[config.mk]
export PLATFORM = sky130hd
export DESIGN_NAME = apb_completer_regs
export DESIGN_NICKNAME = d
export VERILOG_FILES = /design/src/rtl/apb_pkg.sv /design/src/rtl/apb_regfile.sv /design/src/rtl/apb_completer_regs.sv
export SDC_FILE = /design/constraint.sdc
export NUM_CORES = 1
export LEC_CHECK = 0
export BUFFER_PORTS_ARGS = -buffer_cell sky130_fd_sc_hd__buf_4
export CAP_MARGIN = 10
export CORE_UTILIZATION = 50
export CTS_BUF_LIST = sky130_fd_sc_hd__clkbuf_4 sky130_fd_sc_hd__clkbuf_8
export DETAILED_ROUTE_END_ITERATION = 10
export PLACE_DENSITY = 0.72
export RECOVER_POWER = 50
export SKIP_LAST_GASP = 1
export SYNTH_ARGS = -nofsm -noshare
export SYNTH_HDL_FRONTEND = slang
export SYNTH_HIERARCHICAL = 1
export SYNTH_SLANG_ARGS = --single-unit
[constraint.sdc]
create_clock -name clk -period 3.28 [get_ports clk]
set_clock_uncertainty 0.05 [all_clocks]
set_input_delay 0.492 -clock clk [delete_from_list [all_inputs] [get_ports clk]]
set_output_delay 0.492 -clock clk [all_outputs]
set_load 0.01 [all_outputs]
[src/rtl/apb_pkg.sv]
// Shared APB definitions: completer FSM states and default bus geometry used by
// the requester, the completer and the testbench.
package apb_pkg;

    localparam int APB_ADDR_W = 4;
    localparam int APB_DATA_W = 8;
    localparam int APB_DEPTH  = 8;
    localparam int APB_WAIT_W = 4;

    typedef enum logic {
        APB_IDLE,
        APB_ACCESS
    } apb_cpl_state_t;

endpackage

[src/rtl/apb_regfile.sv]
// DEPTH x DATA_W register file: cleared by reset, one synchronous write port,
// one asynchronous read port. Out-of-range addresses never write and read as zero.
module apb_regfile #(
    parameter int ADDR_W = 4,
    parameter int DATA_W = 8,
    parameter int DEPTH  = 8
) (
    input  logic              clk,
    input  logic              rst,
    input  logic              we,
    input  logic [ADDR_W-1:0] waddr,
    input  logic [DATA_W-1:0] wdata,
    input  logic [ADDR_W-1:0] raddr,
    output logic [DATA_W-1:0] rdata
);

    localparam int              IDX_W   = (DEPTH > 1) ? $clog2(DEPTH) : 1;
    localparam logic [ADDR_W:0] DEPTH_C = (ADDR_W + 1)'(DEPTH);

    logic [DATA_W-1:0] mem_q [DEPTH];
    logic [IDX_W-1:0]  widx;
    logic [IDX_W-1:0]  ridx;
    logic              waddr_ok;
    logic              raddr_ok;

    assign widx     = waddr[IDX_W-1:0];
    assign ridx     = raddr[IDX_W-1:0];
    assign waddr_ok = {1'b0, waddr} < DEPTH_C;
    assign raddr_ok = {1'b0, raddr} < DEPTH_C;

    // NOTE: every entry is cleared on reset because the all-zero state is
    // architecturally visible here; a large RAM would not be reset like this.
    always_ff @(posedge clk or posedge rst) begin
        if (rst) begin
            for (int i = 0; i < DEPTH; i++) begin
                mem_q[i] <= '0;
            end
        end else if (we && waddr_ok) begin
            mem_q[widx] <= wdata;
        end
    end

    // NOTE: rdata gets its default first so no path leaves it unassigned,
    // which would otherwise infer a latch.
    always_comb begin
        rdata = '0;
        if (raddr_ok) begin
            rdata = mem_q[ridx];
        end
    end

endmodule

[src/rtl/apb_completer_regs.sv]
// APB3 completer: latches the request in the setup cycle, counts programmable
// wait states, then commits a write or returns read data / PSLVERR.
module apb_completer_regs
    import apb_pkg::*;
#(
    parameter int ADDR_W = APB_ADDR_W,
    parameter int DATA_W = APB_DATA_W,
    parameter int DEPTH  = APB_DEPTH
) (
    input  logic                  clk,
    input  logic                  rst,
    input  logic                  psel,
    input  logic                  penable,
    input  logic                  pwrite,
    input  logic [ADDR_W-1:0]     paddr,
    input  logic [DATA_W-1:0]     pwdata,
    input  logic [APB_WAIT_W-1:0] wait_cycles,
    output logic                  pready,
    output logic [DATA_W-1:0]     prdata,
    output logic                  pslverr
);

    localparam logic [ADDR_W:0] DEPTH_C = (ADDR_W + 1)'(DEPTH);

    apb_cpl_state_t        state_q, state_d;
    logic [APB_WAIT_W-1:0] cnt_q, cnt_d;
    logic [ADDR_W-1:0]     addr_q, addr_d;
    logic [DATA_W-1:0]     wdata_q, wdata_d;
    logic                  write_q, write_d;
    logic                  addr_ok;
    logic                  reg_we;
    logic [DATA_W-1:0]     reg_rdata;

    assign addr_ok = {1'b0, addr_q} < DEPTH_C;

    always_comb begin
        state_d = state_q;
        cnt_d   = cnt_q;
        addr_d  = addr_q;
        wdata_d = wdata_q;
        write_d = write_q;
        reg_we  = 1'b0;
        case (state_q)
            APB_IDLE: begin
                // Only a proper setup phase starts a transfer; penable without setup is ignored.
                if (psel && !penable) begin
                    state_d = APB_ACCESS;
                    addr_d  = paddr;
                    wdata_d = pwdata;
                    write_d = pwrite;
                    cnt_d   = wait_cycles;
                end
            end
            APB_ACCESS: begin
                if (!psel) begin
                    state_d = APB_IDLE;
                end else if (penable) begin
                    if (cnt_q != '0) begin
                        cnt_d = cnt_q - APB_WAIT_W'(1);
                    end else begin
                        state_d = APB_IDLE;
                        reg_we  = write_q && addr_ok;
                    end
                end
            end
            default: state_d = APB_IDLE;
        endcase
    end

    // NOTE: state registers use non-blocking assignments so every flop
    // samples its pre-edge value regardless of statement order.
    always_ff @(posedge clk or posedge rst) begin
        if (rst) begin
            state_q <= APB_IDLE;
            cnt_q   <= '0;
            addr_q  <= '0;
            wdata_q <= '0;
            write_q <= 1'b0;
        end else begin
            state_q <= state_d;
            cnt_q   <= cnt_d;
            addr_q  <= addr_d;
            wdata_q <= wdata_d;
            write_q <= write_d;
        end
    end

    apb_regfile #(
        .ADDR_W (ADDR_W),
        .DATA_W (DATA_W),
        .DEPTH  (DEPTH)
    ) u_regfile (
        .clk   (clk),
        .rst   (rst),
        .we    (reg_we),
        .waddr (addr_q),
        .wdata (wdata_q),
        .raddr (addr_q),
        .rdata (reg_rdata)
    );

    // Response is decoded from registered state only, never from bus inputs.
    always_comb begin
        pready  = (state_q == APB_ACCESS) && (cnt_q == '0);
        pslverr = pready && !addr_ok;
        prdata  = (pready && !write_q && addr_ok) ? reg_rdata : '0;
    end

endmodule

==> results of run 1 <==
[per-layer routing]
metal | vias up | part of all wire | track usage
met3 | 13 | 0.031 | 0.0438
met2 | 35 | 0.47 | 0.336
met4 | 0 | 0.027 | 0.102
met1 | 1186 | 0.47 | 0.297
li1 | 1052 | - | -
met5 | - | 0 | 0
[cells in the mapped netlist, types with 4 or more instances]
library cell,count
mux2_2,69
buf_2,6
inv_1,6
nand2_1,7
mux4_2,16
mux2i_1,9
dfrtp_1,82
a21oi_1,4
mux2_4,8
and2_1,8
nor2_1,11
[flip-flops by register name (all words and copies together) (netlist names)]
signal	count
u_regfile/mem_q	64
wdata_q	8
addr_q	4
cnt_q	4
state_q	1
write_q	1
[how the worst max path moves through the flow]
stage             start                  end  cells past startpoint
2_1_floorplan  cnt_q[0]  u_regfile/mem_q[10]                      9
6_report       cnt_q[0]  u_regfile/mem_q[13]                      9
3_5_place_dp   cnt_q[0]  u_regfile/mem_q[13]                      9
5_1_grt        cnt_q[0]   u_regfile/mem_q[8]                      9
3_3_place_gp   cnt_q[0]   u_regfile/mem_q[8]                      9
4_1_cts        cnt_q[0]  u_regfile/mem_q[13]                      9
[metrics by stage]
step	hold WS (ns)	power, mW	util	worst slack [ns]	cell area, sq um
global placement	0.432	1.49	0.559	0.482	4300
finish	0.228	2.36	0.589	0.328	4520
global route	0.278	2.45	0.589	0.0715	4520
floorplan	0.381	1.39	-	0.447	3950
detailed placement	0.438	1.50	0.559	0.353	4300
CTS	0.0896	2.38	0.590	0.330	4540
[cell type report]
class / count / area, sq um
repair buffers: 38 / 290
multi-input cells: 164 / 1790
fillers: 629 / 3160
inverters: 7 / 26.3
clock inverters: 5 / 103
clock buffers: 11 / 139
flip-flops and latches: 82 / 2050
well taps: 102 / 128
[cells in the final DEF, fill, tap and decap left out, drive strengths merged]
cell      instances
nand4             1
clkbuf           14
clkinvlp          1
nor4b             1
or3b              1
o21ai             3
or3               1
inv               7
mux4             16
nand2             7
a211oi            1
nor3b             5
o221ai            1
ha                2
a311oi            1
or2               1
bufinv            3
mux2i             9
mux2             77
and3              3
nor3              3
dfrtp            82
a221oi            1
nand3b            3
buf              35
nor4              1
and2              8
nor2b             1
nor2             12
o31a              1
clkinv            1
a21oi             4
[kinds of logic (layout without fill, tap and decap cells)]
family                     after synthesis  after routing  synth area share
and+or+nand+nor                         48             48            0.0853
muxes                                  102            102             0.341
DFF                                     82             82             0.520
AOI/OAI and AO/OA                       12             12            0.0212
buffers and inverters                   20             61            0.0257
adders and majority gates                2              2           0.00634
[worst register-to-register path, cell delays in order (launching register included)]
cell	delay [ns]
dfrtp_1	0.42
inv_1	0.10
ha_1	0.18
nor3b_1	0.25
nand2_1	0.17
nor4b_1	0.32
buf_4	0.19
nor3b_2	0.31
and3_1	0.47
mux2_2	0.39
[power by group]
group          internal (mW)  leakage (nW)  switching (mW)
registers               1.07          1.11           0.114
logic                  0.158         0.994           0.136
clock network          0.522         0.120           0.361
==> metrics.yaml, run 1 <==
layout-drive-gt1-share: 0.515
yosysTopAreaCell: "dfrtp_1"
worstSetupStartpointType: "flop"
antenna_found_initial: 0
p_leak_nw: 2.22
grt_pass1_vias: 2506
cts-root-buf: "clkbuf_8"
cp.required_ns: 3.47
timing.rr.end: "u_regfile/mem_q[13]"
slowest_stage: "and3_1"
cp_top_family: "simple AND/OR/NAND/NOR gates"
yosys-top-cells-area: "dfrtp_1 (52%), mux2_2 (20%), mux4_2 (9.1%), mux2_4 (3.0%), mux2i_1 (2.3%)"
avgViaCountPerCell: 5.59
wirelength_um: 8030
setup-violations-final: 0
drc: 0
antenna_cells: 0
dr.pass1.iters: 4
vias: 2286
reg2reg_from: "cnt_q[0]"
relSlewSlack: -0.0286
violations: "max-capacitance violations, max-slew violations"
antenna_left: 0
synthDistinctLibCells: 39
synth_edf_count: 0
path_cells: "inv_1 > ha_1 > nor3b_1 > nand2_1 > nor4b_1 > buf_4 > nor3b_2 > and3_1 > mux2_2"
grt.overflow.total: 0
cts_tree: "built"
gp_congestion: 0.821
hold_buffers: 0
hold_viol: 0
rows: 32
cts-resized-gates: 0
status: "complete, but fails checks"
grt_pass1_wl_um: 13400
clock-sinks: 82
synth_top_area_share: 0.520
start_util: 0.513
portBuffers: 30
rsz0062_at_grt: "no"
slowest_delay_ns: 0.47
cts_max_path_buffers: 2
maxCapViolations: 1
dieArea_sq_mm: 0.00825
yosysWarnings: 6
seq_area_frac_synth: 0.520
placed_cells_incl_taps: 393
syn2layout_area_growth_pct: 14.6
finalCriticalPeriod_ns: 2.95
max_freq_ghz: 0.339
die_h_um: 90.8
syn-cell-area_sq_mm: 0.00395
crit_buf_inv: 2
grt_usage: 0.217
r2r_slack_ns: 0.33
cp-end-kind: "flop"
hold_path.class: "in2async"
hpwl_um: 5210
reg2reg_depth: 9
fp.dieW_um: 90.8
syn_inst: 266
ys_ff_latch: 82
final_max_slew_viol_count: 30
criticalPathCategory: "reg2reg"
ir_drop_mv: 0.302
wire_per_inst_um: 19.6
worst-endpoint-arrival_ns: 3.14
p_per_area_mw_per_mm2: 521
tightest_slew_ns: 1.54
first_iter_violations: 86
ys_async_sr_fraction: 1.00
final_nets: 325
grt_max_degree: 30
layout.cells.non_filler: 409
path_max_fanout: 8
core_area_sq_mm: 0.00769
htree_num_levels: 3
io-pin-count: 31
period_share: 0.900
setup-tns-final_ns: 0
postCtsSetupBuffers: 0
insertion_delay_ns: 0.35
clk_pin_slew_ns: 0.08
syn_nets: 289
syn_avg_cell_area_sq_um: 14.8
cts_buffers: 9
ys.flop_type: "dfrtp_1"
Power figures use the tool's default switching activity.
==> run 2: changes to the inputs <==
--- a/config.mk
+++ b/config.mk
@@ -8,7 +8,7 @@
 export BUFFER_PORTS_ARGS = -buffer_cell sky130_fd_sc_hd__buf_4
 export CAP_MARGIN = 10
 export CORE_UTILIZATION = 50
-export CTS_BUF_LIST = sky130_fd_sc_hd__clkbuf_4 sky130_fd_sc_hd__clkbuf_8
+export CTS_BUF_LIST = sky130_fd_sc_hd__clkbuf_2
 export DETAILED_ROUTE_END_ITERATION = 10
 export PLACE_DENSITY = 0.72
 export RECOVER_POWER = 50
==> constraint.sdc (replaced) <==
create_clock -name clk -period 3.28 [get_ports clk]
set_clock_uncertainty 0.05 [all_clocks]
set_input_delay 0.492 -clock clk [delete_from_list [all_inputs] [get_ports clk]]
set_output_delay 0.492 -clock clk [all_outputs]
set_load 0.05 [all_outputs]
==> run 2 against run 1 <==
Against the previous run: the run still ends with max-capacitance violations, max-slew violations left; design area shrank 2.3%; first-iteration DRC count shrank 5.8%; sequential cell count is the same; maximum frequency shrank 3.8%; setup slack lost 0.12 ns; register-to-register slack is essentially flat; critical path type is now reg2out; sequential share of layout area grew 1.1 points; highest routed layer unchanged.
==> metrics.yaml, run 2 (synthesis results as in run 1) <==
status: "complete, but fails checks"  # unchanged
violations: "max-capacitance violations, max-slew violations"  # unchanged
vias: 2307  # was 2286
start_util: 0.513  # unchanged
setup-tns-final_ns: 0  # unchanged
finalCriticalPeriod_ns: 3.07  # was 2.95 ns
fp.dieW_um: 90.8  # unchanged
top_register: "u_regfile/mem_q"  # unchanged
fillCellCount: 629  # unchanged
cp-end-kind: "output pin"  # was flop
worst-endpoint-arrival_ns: 2.53  # was 3.14 ns
portBuffers: 30  # unchanged
finalInstanceArea_sq_mm: 0.00442  # was 0.00452 sq mm
reg2reg_from: "cnt_q[0]"  # unchanged
postPlaceCellArea_sq_mm: 0.00430  # unchanged
slowest_delay_ns: 0.70  # was 0.47 ns
avgViaCountPerCell: 5.60  # was 5.59
clk_pin_slew_ns: 0.23  # was 0.08 ns
layout-drive-gt1-share: 0.513  # was 0.515
setup-violations-final: 0  # unchanged
criticalPathCategory: "reg2out"  # was reg2reg
wire_per_inst_um: 18.8  # was 19.6 um
relSlewSlack: -0.00658  # was -0.0286
dieArea_sq_mm: 0.00825  # unchanged
die_h_um: 90.8  # unchanged
p_per_area_mw_per_mm2: 452  # was 521 mW/mm^2
period_share: 0.936  # was 0.900
cts-root-buf: "clkbuf_2"  # was clkbuf_8
syn2layout_area_growth_pct: 12.0  # was 14.6%
rsz0062_at_grt: "no"  # unchanged
rows: 32  # unchanged
top_regs: "u_regfile/mem_q: 64 flops, wdata_q: 8 flops"  # unchanged
path_max_fanout: 19  # was 8
drc: 0  # unchanged
antenna_left: 0  # unchanged
wirelength_um: 7750  # was 8030 um
antenna_cells: 0  # unchanged
final_max_slew_viol_count: 30  # unchanged
final_common_cell: "dfrtp_1"  # unchanged
grt_pass1_wl_um: 12900  # was 13400 um
regArea_sq_mm: 0.00205  # about the same
hpwl_um: 5250  # was 5210 um
final_nets: 328  # was 325
p_leak_nw: 2.18  # was 2.22 nW
grt_usage: 0.210  # was 0.217
dp_slack_ns: 0.378  # was 0.353 ns
largest_register_ffs: 64  # unchanged
slowest_stage: "dfrtp_1"  # was and3_1
maxCapViolations: 1  # unchanged
grt_max_degree: 30  # unchanged
placed_cells_incl_taps: 393  # unchanged
layout.cells.non_filler: 412  # was 409
dr.pass1.iters: 4  # unchanged
clock-sinks: 82  # unchanged
tightest_slew_ns: 1.51  # was 1.54 ns
ir_drop_mv: 0.312  # was 0.302 mV
hp-start: "paddr[1]"
grt.overflow.total: 0  # unchanged
max_freq_ghz: 0.326  # was 0.339 GHz
first_iter_violations: 81  # was 86
p_total_mw: 2.00  # was 2.36 mW
grt_pass1_vias: 2472  # was 2506
cts_buffers: 9  # unchanged
path_cells: "buf_12 > mux4_2 > mux2i_1 > nor2_1 > and2_1 > buf_4"  # was inv_1 > ha_1 > nor3b_1 > nand2_1 > nor4b_1 > buf_4 > nor3b_2 > and3_1 > mux2_2
worstSetupStartpointType: "flop"  # unchanged
insertion_delay_ns: 0.49  # was 0.35 ns
hold_viol: 0  # unchanged
startpoint: "addr_q[1]"  # was cnt_q[0]
cts_max_path_buffers: 2  # unchanged
core_area_sq_mm: 0.00769  # unchanged
gp_congestion: 0.838  # was 0.821
antenna_found_initial: 0  # unchanged
cp.required_ns: 2.74  # was 3.47 ns
final_cell_mix: "dfrtp_1 (81), mux2_2 (69), buf_4 (36), mux4_2 (16), nor2_1 (11)"  # was dfrtp_1 (82), mux2_2 (69), buf_4 (34), mux4_2 (16), nor2_1 (11)
io-pin-count: 31  # unchanged
htree_num_levels: 3  # unchanged
cts_tree: "built"  # unchanged
final_util: 0.575  # was 0.589
hold_path.class: "in2reg"  # was in2async
finalWorstSetupSlack_ns: 0.211  # was 0.328 ns
multi_input_area_sq_mm: 0.00179  # unchanged
hold_slack_ns: 0.157  # was 0.228 ns
[run 2: per-layer routing]
metal	vias up	global-route usage	part of all wire
met5	-	0	0
met4	0	0.0728	0.022
met3	9	0.0429	0.024
met2	35	0.334	0.49
met1	1206	0.289	0.46
li1	1057	-	-
[run 2: critical path: cells and delay by family, from the launching register on]
kind / cells / cell delay [ns]
buffers and inverters: 2 / 0.42
muxes: 2 / 0.69
DFF: 1 / 0.70
and+or+nand+nor: 2 / 0.21
[run 2: final timing paths]
path,to,slack (ns),depth (start not counted)
hold reg to reg,u_regfile/mem_q[20],0.48,1
max in group asynchronous,u_regfile/mem_q[20],0.75,4
setup reg to reg,u_regfile/mem_q[12],0.33,9
setup / recovery,prdata[7],0.21,6
min in group asynchronous,wdata_q[5],0.59,3
hold / removal,addr_q[1],0.16,2
[run 2: layout make-up]
type,instances,area share
Inverter,7,0.00595
Multi-Input combinational cell,164,0.404
Timing Repair Buffer,41,0.0705
Clock buffer,9,0.0102
Sequential cell,82,0.465
Clock inverter,7,0.0156
Tap cell,102,0.0289
[run 2: power breakdown]
group / internal, mW / leakage, nW / switching (mW)
combinational: 0.159 / 1.01 / 0.129
clock: 0.175 / 0.0697 / 0.345
sequential: 1.07 / 1.11 / 0.122
[run 2: timing repair]
item | in CTS | in global routing
resized for setup | 0 | 1
setup endpoints to repair | 0 | 4
buffers inserted | 0 | 2
hold endpoints to repair | 17 | 0
hold buffers | 1 | 0
